**src/rtl/mem_arb_pkg.sv**
```systemverilog
// rtl/mem_arb_pkg.sv - shared encodings for the unified-memory arbiter
//
// Purpose: FSM state and transaction-owner encodings used by mem_arbiter.
// Ports:   none (package).

package mem_arb_pkg;

  typedef enum logic [1:0] {
    IDLE = 2'd0,
    BUSY = 2'd1,
    RESP = 2'd2
  } arb_state_e;

  typedef enum logic {
    OWN_IF = 1'b0,
    OWN_D  = 1'b1
  } arb_owner_e;

endpackage

```
**src/rtl/arb_prio_pick.sv**
```systemverilog
// rtl/arb_prio_pick.sv - combinational winner selection between fetch and data
//
// Purpose: data normally beats fetch, because the data access belongs to the
//          older instruction. When the streak limit is reached and both sides
//          are requesting, fetch wins instead. Grants are one-hot or zero.
// Ports:
//   if_req_i     - fetch request pending
//   d_req_i      - data request pending
//   streak_hit_i - data has won the configured number of contested grants
//   grant_if_o   - fetch wins this arbitration
//   grant_d_o    - data wins this arbitration

module arb_prio_pick (
  input  logic if_req_i,
  input  logic d_req_i,
  input  logic streak_hit_i,
  output logic grant_if_o,
  output logic grant_d_o
);

  always_comb begin
    grant_d_o  = d_req_i && !(streak_hit_i && if_req_i);
    grant_if_o = if_req_i && !grant_d_o;
  end

endmodule

```
**src/rtl/mem_arbiter.sv**
```systemverilog
// rtl/mem_arbiter.sv - single-port memory arbiter for fetch and load/store
//
// Purpose: accepts one fetch and one data request/ack interface, grants one
//          transaction at a time onto a registered variable-latency memory
//          port, and returns ack plus read data to the owner only.
//          Optional fairness is built when ARB_FAIR_EN is defined: a streak
//          counter forces a fetch grant after MAX_DATA_STREAK contested data
//          grants. Without it, data has strict priority.
// Ports:
//   clk, rst                         - clock, synchronous active-high reset
//   if_req/if_addr                   - fetch request and address
//   if_rdata/if_ack                  - fetch data and one-cycle completion
//   d_req/d_we/d_addr/d_wdata/d_wstrb- data request and command
//   d_rdata/d_ack                    - data read data and one-cycle completion
//   mem_req/mem_we/mem_addr/
//   mem_wdata/mem_wstrb              - registered memory command
//   mem_rdata/mem_ack                - memory read data and completion

module mem_arbiter
  import mem_arb_pkg::*;
#(
  parameter int AW              = 32,
  parameter int DW              = 32,
  parameter int MAX_DATA_STREAK = 4
) (
  input  logic            clk,
  input  logic            rst,
  input  logic            if_req,
  input  logic [AW-1:0]   if_addr,
  output logic [DW-1:0]   if_rdata,
  output logic            if_ack,
  input  logic            d_req,
  input  logic            d_we,
  input  logic [AW-1:0]   d_addr,
  input  logic [DW-1:0]   d_wdata,
  input  logic [DW/8-1:0] d_wstrb,
  output logic [DW-1:0]   d_rdata,
  output logic            d_ack,
  output logic            mem_req,
  output logic            mem_we,
  output logic [AW-1:0]   mem_addr,
  output logic [DW-1:0]   mem_wdata,
  output logic [DW/8-1:0] mem_wstrb,
  input  logic [DW-1:0]   mem_rdata,
  input  logic            mem_ack
);

  if (DW != 32) begin : g_dw_check
    $error("mem_arbiter: DW must be 32");
  end
  if (MAX_DATA_STREAK < 1 || MAX_DATA_STREAK > 15) begin : g_streak_check
    $error("mem_arbiter: MAX_DATA_STREAK must be in 1..15");
  end

  arb_state_e      state_q, state_d;
  arb_owner_e      owner_q, owner_d;
  logic            mem_req_q, mem_req_d;
  logic            mem_we_q, mem_we_d;
  logic [AW-1:0]   mem_addr_q, mem_addr_d;
  logic [DW-1:0]   mem_wdata_q, mem_wdata_d;
  logic [DW/8-1:0] mem_wstrb_q, mem_wstrb_d;
  logic            if_ack_q, if_ack_d;
  logic            d_ack_q, d_ack_d;
  logic [DW-1:0]   if_rdata_q, if_rdata_d;
  logic [DW-1:0]   d_rdata_q, d_rdata_d;

  logic streak_hit;
  logic grant_if;
  logic grant_d;

  arb_prio_pick u_pick (
    .if_req_i     (if_req),
    .d_req_i      (d_req),
    .streak_hit_i (streak_hit),
    .grant_if_o   (grant_if),
    .grant_d_o    (grant_d)
  );

`ifdef ARB_FAIR_EN
  logic [3:0] streak_q, streak_d;

  assign streak_hit = (streak_q == 4'(MAX_DATA_STREAK));

  // Only contested data grants build the streak; any fetch grant or an
  // uncontested data grant means fetch is not being starved.
  always_comb begin
    streak_d = streak_q;
    if (state_q == IDLE) begin
      if (grant_d) begin
        streak_d = if_req ? streak_q + 4'd1 : 4'd0;
      end else if (grant_if) begin
        streak_d = 4'd0;
      end
    end
  end

  always_ff @(posedge clk) begin
    if (rst) begin
      streak_q <= 4'd0;
    end else begin
      streak_q <= streak_d;
    end
  end
`else
  assign streak_hit = 1'b0;
`endif

  always_comb begin
    state_d     = state_q;
    owner_d     = owner_q;
    mem_req_d   = mem_req_q;
    mem_we_d    = mem_we_q;
    mem_addr_d  = mem_addr_q;
    mem_wdata_d = mem_wdata_q;
    mem_wstrb_d = mem_wstrb_q;
    if_rdata_d  = if_rdata_q;
    d_rdata_d   = d_rdata_q;
    if_ack_d    = 1'b0;
    d_ack_d     = 1'b0;

    case (state_q)
      IDLE: begin
        if (grant_d) begin
          owner_d     = OWN_D;
          mem_req_d   = 1'b1;
          mem_we_d    = d_we;
          mem_addr_d  = d_addr;
          mem_wdata_d = d_wdata;
          mem_wstrb_d = d_we ? d_wstrb : '0;
          state_d     = BUSY;
        end else if (grant_if) begin
          // Fetch leaves mem_wdata untouched to avoid needless toggling.
          owner_d     = OWN_IF;
          mem_req_d   = 1'b1;
          mem_we_d    = 1'b0;
          mem_addr_d  = if_addr;
          mem_wstrb_d = '0;
          state_d     = BUSY;
        end
      end
      BUSY: begin
        if (mem_ack) begin
          mem_req_d = 1'b0;
          state_d   = RESP;
          // Ack is registered here so it is high for exactly the RESP cycle.
          if (owner_q == OWN_D) begin
            d_rdata_d = mem_rdata;
            d_ack_d   = 1'b1;
          end else begin
            if_rdata_d = mem_rdata;
            if_ack_d   = 1'b1;
          end
        end
      end
      RESP: begin
        // Requests are not sampled here, so a requester still holding req
        // in its ack cycle cannot be granted twice.
        state_d = IDLE;
      end
      default: begin
        state_d   = IDLE;
        mem_req_d = 1'b0;
      end
    endcase
  end

  always_ff @(posedge clk) begin
    if (rst) begin
      state_q     <= IDLE;
      owner_q     <= OWN_IF;
      mem_req_q   <= 1'b0;
      mem_we_q    <= 1'b0;
      mem_addr_q  <= '0;
      mem_wdata_q <= '0;
      mem_wstrb_q <= '0;
      if_ack_q    <= 1'b0;
      d_ack_q     <= 1'b0;
      if_rdata_q  <= '0;
      d_rdata_q   <= '0;
    end else begin
      state_q     <= state_d;
      owner_q     <= owner_d;
      mem_req_q   <= mem_req_d;
      mem_we_q    <= mem_we_d;
      mem_addr_q  <= mem_addr_d;
      mem_wdata_q <= mem_wdata_d;
      mem_wstrb_q <= mem_wstrb_d;
      if_ack_q    <= if_ack_d;
      d_ack_q     <= d_ack_d;
      if_rdata_q  <= if_rdata_d;
      d_rdata_q   <= d_rdata_d;
    end
  end

  assign mem_req   = mem_req_q;
  assign mem_we    = mem_we_q;
  assign mem_addr  = mem_addr_q;
  assign mem_wdata = mem_wdata_q;
  assign mem_wstrb = mem_wstrb_q;
  assign if_ack    = if_ack_q;
  assign d_ack     = d_ack_q;
  assign if_rdata  = if_rdata_q;
  assign d_rdata   = d_rdata_q;

endmodule

```
**config.mk**
```make
export PLATFORM = sky130hd
export DESIGN_NAME = mem_arbiter
export DESIGN_NICKNAME = d
export VERILOG_FILES = /design/src/rtl/mem_arb_pkg.sv /design/src/rtl/arb_prio_pick.sv /design/src/rtl/mem_arbiter.sv
export SDC_FILE = /design/constraint.sdc
export NUM_CORES = 1
export LEC_CHECK = 0
export CAP_MARGIN = 10
export CORE_MARGIN = 2
export CORE_UTILIZATION = 40
export CTS_CLUSTER_DIAMETER = 80
export DETAILED_ROUTE_END_ITERATION = 10
export GPL_TIMING_DRIVEN = 0
export HOLD_SLACK_MARGIN = 0.02
export PLACE_DENSITY = 0.83
export SLEW_MARGIN = 20
export SYNTH_ARGS = -nofsm -noshare
export SYNTH_HDL_FRONTEND = slang
export SYNTH_HIERARCHICAL = 1
export SYNTH_SLANG_ARGS = --single-unit
export TNS_END_PERCENT = 1
```
**constraint.sdc**
```tcl
create_clock -name clk -period 1.9 [get_ports clk]
set_clock_uncertainty 0.1 [all_clocks]
set_input_delay 0.38 -clock clk [delete_from_list [all_inputs] [get_ports clk]]
set_output_delay 0.38 -clock clk [all_outputs]
set_load 0.005 [all_outputs]
```
==> qor.log, run 1 <==
qor: hold_path.min_path_type primary input to flop
qor: timing.final_critical_path_required_period 1.82 ns
qor: global_route.grt.busiest_layer met2
qor: clock_tree.tritoncts_clock_tree yes
qor: synth.synth.yosys.seq_area_share 52.6%
qor: synth.post_synth_most_frequent_cells sky130_fd_sc_hd__nand2_1 (193), sky130_fd_sc_hd__dfxtp_1 (139), sky130_fd_sc_hd__a21oi_1 (135)
qor: synth.synthesized_area_fraction_occupied_by_ao_oa_aoi_and_oai_cells 18.5%
qor: timing.final_min_period_over_clock_period 95.7%
qor: synth.syn-instance-count 619
qor: worst_setup_path.cp_max_fo 2
qor: synth.postSynthRegisterBits 139
qor: routing.detailed_router_s_first_iteration_violation_count 319
qor: die.std_cell_rows 42
qor: worst_setup_path.cp_cell_sequence clkdlybuf4s50_1
qor: die.die_x 119 um
qor: global_route.grt_pass1_vias 5279
qor: global_route.groute.usage.overall 23.2%
qor: hold_path.worst_hold_path.num_cells 2
qor: final_layout.diodes 0
qor: timing.final-hold-violation-count 0
qor: placed_design.place_hpwl 12300 um
qor: routing.drt-total-wl 16200 um
qor: routing.route.detailed.wl_per_inst 14.7 um
qor: die.die_h 119 um
qor: run.cap_violations 0
qor: status.outcome finished clean
qor: worst_setup_path.worstSetupEndpointType primary output
qor: worst_setup_path.required 1.42 ns
qor: timing.timing.final.max_slew_violations 0
qor: placed_design.place_ws -0.374 ns
qor: hold_path.hold_path_endpoint mem_addr[24]$_SDFFE_PP0P_
qor: pwr.p_leak 0.00318 uW
qor: timing.finalSetupTns 0 ns
qor: synth.yosysWarningCount 6
qor: routing.drcViolationCount 0
qor: synth.yosys.area_share.xor_xnor 0%
qor: clock_tree.ctsRootBufferMaster sky130_fd_sc_hd__clkbuf_16
qor: clock_tree.worst_setup_hold_path_clk_slew 0.06 ns
qor: pwr.irDropWorstVdd 0.509 mV
qor: clock_tree.tritoncts_num_sinks 139
qor: clock_tree.cts_inserted_buffers 17
qor: global_route.grt_max_degree 17
qor: timing.layout_setup_ws 0.0809 ns
qor: global_route.grt_overflow_total 0
qor: final_layout.layout-area-overhead-vs-synth 66.3%
qor: worst_setup_path.startpoint_type flop
qor: synth.post_synth.cell_area_avg 8.55 um^2
qor: placed_design.gpl.final_weighted_congestion 0.816
qor: global_route.grt_first_pass_wirelength 26000 um
qor: synth.ys.flop_type sky130_fd_sc_hd__dfxtp_1
qor: final_layout.nNetsFinal 1050
qor: timing.timing.max_slew.rel_slack 60.8%
qor: global_route.global_route.usage.met2 40.3%
qor: die.floorplan.initialDensity 40.4%
qor: synth.synth_top_family_by_area compound AO/OA/AOI/OAI gates
qor: synth.ys_top_cells_by_area sky130_fd_sc_hd__dfxtp_1 (53%), sky130_fd_sc_hd__nand2_1 (14%), sky130_fd_sc_hd__a21oi_1 (13%)
qor: routing.detail_route.vias_per_cell 4.87
qor: synth.synth.top_cell.area_share 52.6%
qor: worst_setup_path.worst_r2r_path_depth 5
qor: synth.netlist-cell-type-count 29
qor: die.design.portCount 274
qor: pwr.power.density_cell_area 844 nW/um^2
qor: clock_tree.clock_tree.htree_level_count 4
qor: worst_setup_path.critical-path-slowest-cell sky130_fd_sc_hd__clkdlybuf4s50_1
qor: timing.max_slew.worst_pin.slew 0.588 ns
qor: synth.postSynth.asyncResetShare 0%
qor: worst_setup_path.rr_startpoint state_q[1]$_SDFFE_PP0P_
qor: synth.yosys.area.top_type sky130_fd_sc_hd__dfxtp_1
qor: worst_setup_path.critical_path_class flop to primary output
qor: clock_tree.ctsHoldBuffers 0
qor: synth.synth-simple-area-share 16.6%
qor: routing.dr_total_vias 5337
qor: clock_tree.cts_buffer_depth 2
qor: global_route.groute.layer.met1.usage 26.2%
qor: worst_setup_path.worst-r2r-setup-slack 0.34 ns
qor: synth.number_of_enable_flip_flop_cells_after_synthesis 0
qor: global_route.antenna_violations_before_repair 0
qor: worst_setup_path.path_delay_family buffers and inverters
qor: worst_setup_path.worst-endpoint-arrival 1.34 ns
qor: placed_design.place.port_buffers 272
qor: worst_setup_path.crit_path_max_incr_delay 0.54 ns
qor: clock_tree.clk-insertion-delay-late 0.41 ns
qor: routing.drtAntennaViolNets 0
qor: die.design.core.area 13100 um^2
qor: die.dieArea 14200 um^2
qor: worst_setup_path.regToRegEndpoint mem_addr[18]$_SDFFE_PP0P_
qor: hold_path.holdCritStartpoint rst
qor: final_layout.drive_gt1_share 7.83%
qor: synth.yosys.area_share.adder 0%
qor: timing.fmaxAchievable 550 MHz
qor: routing.drt_first_pass_iters 4
qor: synth.syn-cell-area 5290 um^2
qor: timing.number_of_setup_violations_in_the_final_report 0
qor: synth.muxShareOfSynthArea 6.05%
qor: final_layout.layout.filler_cells 1077
qor: synth.yosysMostFrequentCell sky130_fd_sc_hd__nand2_1
qor: global_route.grt_use_met3 8.09%
qor: worst_setup_path.worstPathBufferInverterCount 1
qor: timing.grt_setup_unrepaired true
layout make-up:
class	instances	area [um^2]	area share, %
Sequential cell	139	2780	31.6
Timing Repair Buffer	273	2740	31.2
Multi-Input combinational cell	425	2200	25.0
Clock buffer	24	502	5.70
Buffer	54	332	3.77
Tap cell	176	220	2.50
Clock inverter	3	15.0	0.171
Inverter	2	7.51	0.0853
registers in the layout (all words and copies together) (netlist names):
signal     flops
d_rdata       32
if_rdata      32
mem_addr      32
mem_wdata     32
mem_wstrb      4
state_q        2
d_ack          1
if_ack         1
mem_req        1
mem_we         1
owner_q        1
cell families after synthesis:
kind of cell	count (synthesis)
buf+inv	56
flops	139
mux	32
simple gates	214
compound gates	177
other cells	1
cell usage in the layout, fill, tap and decap left out, drive strengths merged:
master | netlist | layout
a211oi | 32 | 32
a21boi | 2 | 2
a21oi | 136 | 136
and4b | 1 | 1
and4bb | 1 | 1
buf | 38 | 37
clkbuf | 16 | 42
clkdlybuf4s50 | 0 | 272
clkinv | 0 | 3
conb | 1 | 2
dfxtp | 139 | 139
inv | 2 | 2
mux2i | 32 | 32
nand2 | 193 | 193
nand3 | 4 | 4
nand4b | 1 | 1
nand4bb | 1 | 1
nor2 | 6 | 6
nor3 | 1 | 1
nor3b | 2 | 2
nor4bb | 1 | 1
o21a | 1 | 1
o21ai | 6 | 6
or2 | 2 | 2
or3b | 1 | 1
metal layers:
metal  vias up  part of all wire (%)
met5         -                     0
met3        28                   7.2
met2       195                    50
met4         0                   2.3
li1       2674                     -
met1      2440                    41
what timing repair did:
item | CTS | global route
setup endpoints to repair | 0 | 49
resized for setup | 0 | 6
setup buffers | 0 | 1
per-stage QoR:
step | util (%) | area (um^2) | cells | hold WS, ns | total power, uW
finish | 67.2 | 8800 | 1096 | 0.320 | 7430
global route | 67.2 | 8800 | 1096 | 0.352 | 7780
CTS | 66.9 | 8750 | 1095 | 0.302 | 7480
detailed placement | 63.0 | 8240 | 1068 | 0.346 | 4550
global placement | 63.0 | 8240 | 1068 | 0.341 | 4530
floorplan | - | 5300 | 620 | 0.353 | 3760
report_power, final:
group | total (uW) | internal [uW] | switching [uW] | leakage, uW
combinational | 1320 | 774 | 543 | 0.00178
clock | 2920 | 1800 | 1130 | 0.000260
sequential | 3190 | 3100 | 92.5 | 0.00114
worst max path at each step:
| stage | start | to | cells past startpoint |
|---|---|---|---|
| 4_1_cts | mem_addr[22]$_SDFFE_PP0P_ | mem_addr[22] | 1 |
| 3_3_place_gp | d_req | mem_wdata[5]$_SDFFE_PP0P_ | 7 |
| 2_1_floorplan | d_req | mem_wdata[22]$_SDFFE_PP0P_ | 7 |
| 5_1_grt | if_req | mem_addr[0]$_SDFFE_PP0P_ | 7 |
| 6_report | mem_addr[22]$_SDFFE_PP0P_ | mem_addr[22] | 1 |
| 3_5_place_dp | d_req | mem_wdata[29]$_SDFFE_PP0P_ | 7 |
Power figures use the tool's default switching activity.
==> inputs of run 2 (changes only) <==
CORE_UTILIZATION = 43   (was 40)
PLACE_DENSITY = 0.88   (was 0.83)
TNS_END_PERCENT = default   (was 1)
clock period = 2.2 ns   (was 1.9 ns; I/O delays follow)
==> qor.log, run 2 (synthesis gave the netlist of run 1 again) <==
qor: final_layout.mostFrequentLayoutCell sky130_fd_sc_hd__clkdlybuf4s50_1
qor: routing.drt-total-wl 16700 um [+3.4%]
qor: pwr.p_leak 0.00319 uW [+0.33%]
qor: placed_design.place_ws -0.140 ns [+0.235 ns]
qor: worst_setup_path.worst-r2r-setup-slack 0.64 ns [+0.30 ns]
qor: worst_setup_path.cp_max_fo 10 [+8]
qor: run.cap_violations 0 [unchanged]
qor: final_layout.layout.filler_cells 932 [-13%]
qor: clock_tree.clk-insertion-delay-late 0.40 ns [about the same]
qor: timing.grt_setup_unrepaired false
qor: final_layout.mostFrequentLayoutCells sky130_fd_sc_hd__clkdlybuf4s50_1 (272), sky130_fd_sc_hd__nand2_1 (193), sky130_fd_sc_hd__dfxtp_1 (139)
qor: worst_setup_path.cp_cell_sequence clkdlybuf4s50_1, a21boi_1, buf_4, nor3b_4, buf_6, nand2_1, a21oi_1
qor: worst_setup_path.required 2.42 ns [+1.00 ns]
qor: final_layout.nNetsFinal 1049 [-0.095%]
qor: routing.dr_total_vias 5432 [+1.8%]
qor: global_route.grt_max_degree 17 [unchanged]
qor: hold_path.hold_path_endpoint d_rdata[15]$_SDFFE_PP0P_
qor: worst_setup_path.critical_path_class primary input to flop
qor: routing.drtAntennaViolNets 0 [unchanged]
qor: worst_setup_path.worstSetupEndpointType flop
qor: placed_design.place.port_buffers 272 [unchanged]
qor: hold_path.min_path_type flop to flop
qor: worst_setup_path.regToRegEndpoint mem_addr[26]$_SDFFE_PP0P_
qor: timing.final-hold-violation-count 0 [unchanged]
qor: pwr.irDropWorstVdd 0.418 mV [-18%]
qor: clock_tree.cts_inserted_buffers 17 [unchanged]
qor: final_layout.final_design_area_no_fill 8800 um^2 [about the same]
qor: routing.drt_first_pass_iters 4 [unchanged]
qor: timing.fmaxAchievable 514 MHz
qor: routing.detailed_router_s_first_iteration_violation_count 358 [+12%]
qor: clock_tree.ctsHoldBuffers 0 [unchanged]
qor: hold_path.holdCritStartpoint d_rdata[15]$_SDFFE_PP0P_
qor: clock_tree.ctsRootBufferMaster sky130_fd_sc_hd__clkbuf_16
qor: final_layout.diodes 0 [unchanged]
qor: routing.route.detailed.wl_per_inst 15.6 um [+6.0%]
qor: die.die_h 115 um [-3.4%]
qor: worst_setup_path.startpoint_type primary input
qor: clock_tree.tritoncts_clock_tree yes
qor: timing.layout_setup_ws 0.254 ns [+0.173 ns]
qor: global_route.grt_pass1_vias 5470 [+3.6%]
qor: die.die_x 115 um [-3.4%]
qor: die.design.portCount 274 [unchanged]
qor: worst_setup_path.worst_r2r_path_depth 5 [unchanged]
qor: placed_design.place_hpwl 12500 um [+1.8%]
qor: clock_tree.clock_tree.htree_level_count 4 [unchanged]
qor: global_route.grt_overflow_total 0 [unchanged]
qor: clock_tree.cts_buffer_depth 2 [unchanged]
qor: die.floorplan.initialDensity 44.1% [+3.6 points]
qor: final_layout.drive_gt1_share 7.81% [-0.017 points]
qor: clock_tree.post-cts-setup-buffer-count 0 [unchanged]
qor: timing.timing.max_slew.rel_slack 59.9% [-0.93 points]
qor: placed_design.gpl.final_weighted_congestion 0.848 [+3.9%]
qor: timing.final_min_period_over_clock_period 88.5%
qor: timing.final_critical_path_required_period 1.95 ns
qor: final_layout.layout-area-overhead-vs-synth 66.4% [about the same]
qor: pwr.total_power 6770 uW [-8.9%]
qor: worst_setup_path.critical-path-slowest-cell sky130_fd_sc_hd__nor3b_4
qor: die.design.core.area 12000 um^2 [-8.2%]
qor: global_route.antenna_violations_before_repair 0 [unchanged]
qor: timing.timing.final.max_slew_violations 0 [unchanged]
qor: worst_setup_path.worst-endpoint-arrival 2.17 ns [+0.83 ns]
qor: timing.max_slew.worst_pin.slew 0.602 ns [+0.0140 ns]
qor: global_route.groute.usage.overall 25.2% [+2.0 points]
qor: die.dieArea 13200 um^2 [-6.7%]
qor: worst_setup_path.crit_path_max_incr_delay 0.49 ns [-0.05 ns]
qor: placed_design.placed_cell_area 8200 um^2 [-0.44%]
qor: clock_tree.postCtsResizedCells 0 [unchanged]
qor: routing.drcViolationCount 0 [unchanged]
qor: die.std_cell_rows 40 [-4.8%]
qor: clock_tree.worst_setup_hold_path_clk_slew 0.06 ns [about the same]
qor: timing.number_of_setup_violations_in_the_final_report 0 [unchanged]
qor: clock_tree.tritoncts_num_sinks 139 [unchanged]
qor: routing.detail_route.vias_per_cell 5.08 [+4.4%]
qor: global_route.grt_first_pass_wirelength 26000 um [about the same]
qor: hold_path.worst_hold_path.num_cells 2 [unchanged]
qor: status.outcome finished clean
qor: worst_setup_path.rr_startpoint state_q[0]$_SDFFE_PP0P_
qor: pwr.power.density_cell_area 769 nW/um^2 [-8.9%]
## run 2: worst max-delay path: cells and delay by family
| kind | cells | cell delay, ns |
|---|---|---|
| AOI/OAI and AO/OA | 2 | 0.29 |
| buffers and inverters | 3 | 0.87 |
| and+or+nand+nor | 2 | 0.55 |
## run 2: power by group
group	switching [uW]	internal, uW
registers	78.2	2670
clock network	1050	1830
logic	471	658
## run 2: cell type report
type | instances | area [um^2] | area share, %
multi-input combinational | 425 | 2180 | 24.8
timing repair buffer | 272 | 2720 | 30.9
clock buffer | 20 | 457 | 5.19
buffer | 54 | 323 | 3.67
sequential | 139 | 2780 | 31.6
tap | 147 | 184 | 2.09
inverter | 2 | 7.51 | 0.0853
clock inverter | 10 | 144 | 1.63
## run 2: per-layer routing
layer | part of all wire, % | routed length [um] | track usage, % | vias up
met3 | 7.1 | 1180 | 8.38 | 30
met1 | 38 | 6380 | 26.6 | 2514
met2 | 52 | 8640 | 45.6 | 215
met4 | 3.0 | 500 | 11.0 | 0
met5 | 0 | 0 | 0 | -
li1 | - | - | - | 2673
## run 2: how the worst max path moves through the flow
stage | cells after the start | slack, ns | to | start
after detailed placement | 7 | -0.14 | mem_wdata[16]$_SDFFE_PP0P_ | d_req
after CTS | 7 | 0.26 | mem_wdata[16]$_SDFFE_PP0P_ | d_req
final | 7 | 0.25 | mem_wdata[16]$_SDFFE_PP0P_ | d_req
after floorplan | 7 | 0.52 | mem_wdata[22]$_SDFFE_PP0P_ | d_req
after global placement | 7 | -0.1 | mem_wdata[28]$_SDFFE_PP0P_ | d_req
after global routing | 7 | 0.17 | mem_wdata[29]$_SDFFE_PP0P_ | d_req
## run 2: through the flow
stage | utilization (%) | hold slack, ns | TNS, ns | cells
2_1_floorplan | - | 0.353 | 0 | 620
3_3_place_gp | 68.3 | 0.341 | -3.21 | 1039
3_5_place_dp | 68.3 | 0.345 | -4.12 | 1039
4_1_cts | 73.3 | 0.353 | 0 | 1069
5_1_grt | 73.3 | 0.368 | 0 | 1069
6_report | 73.3 | 0.351 | 0 | 1069
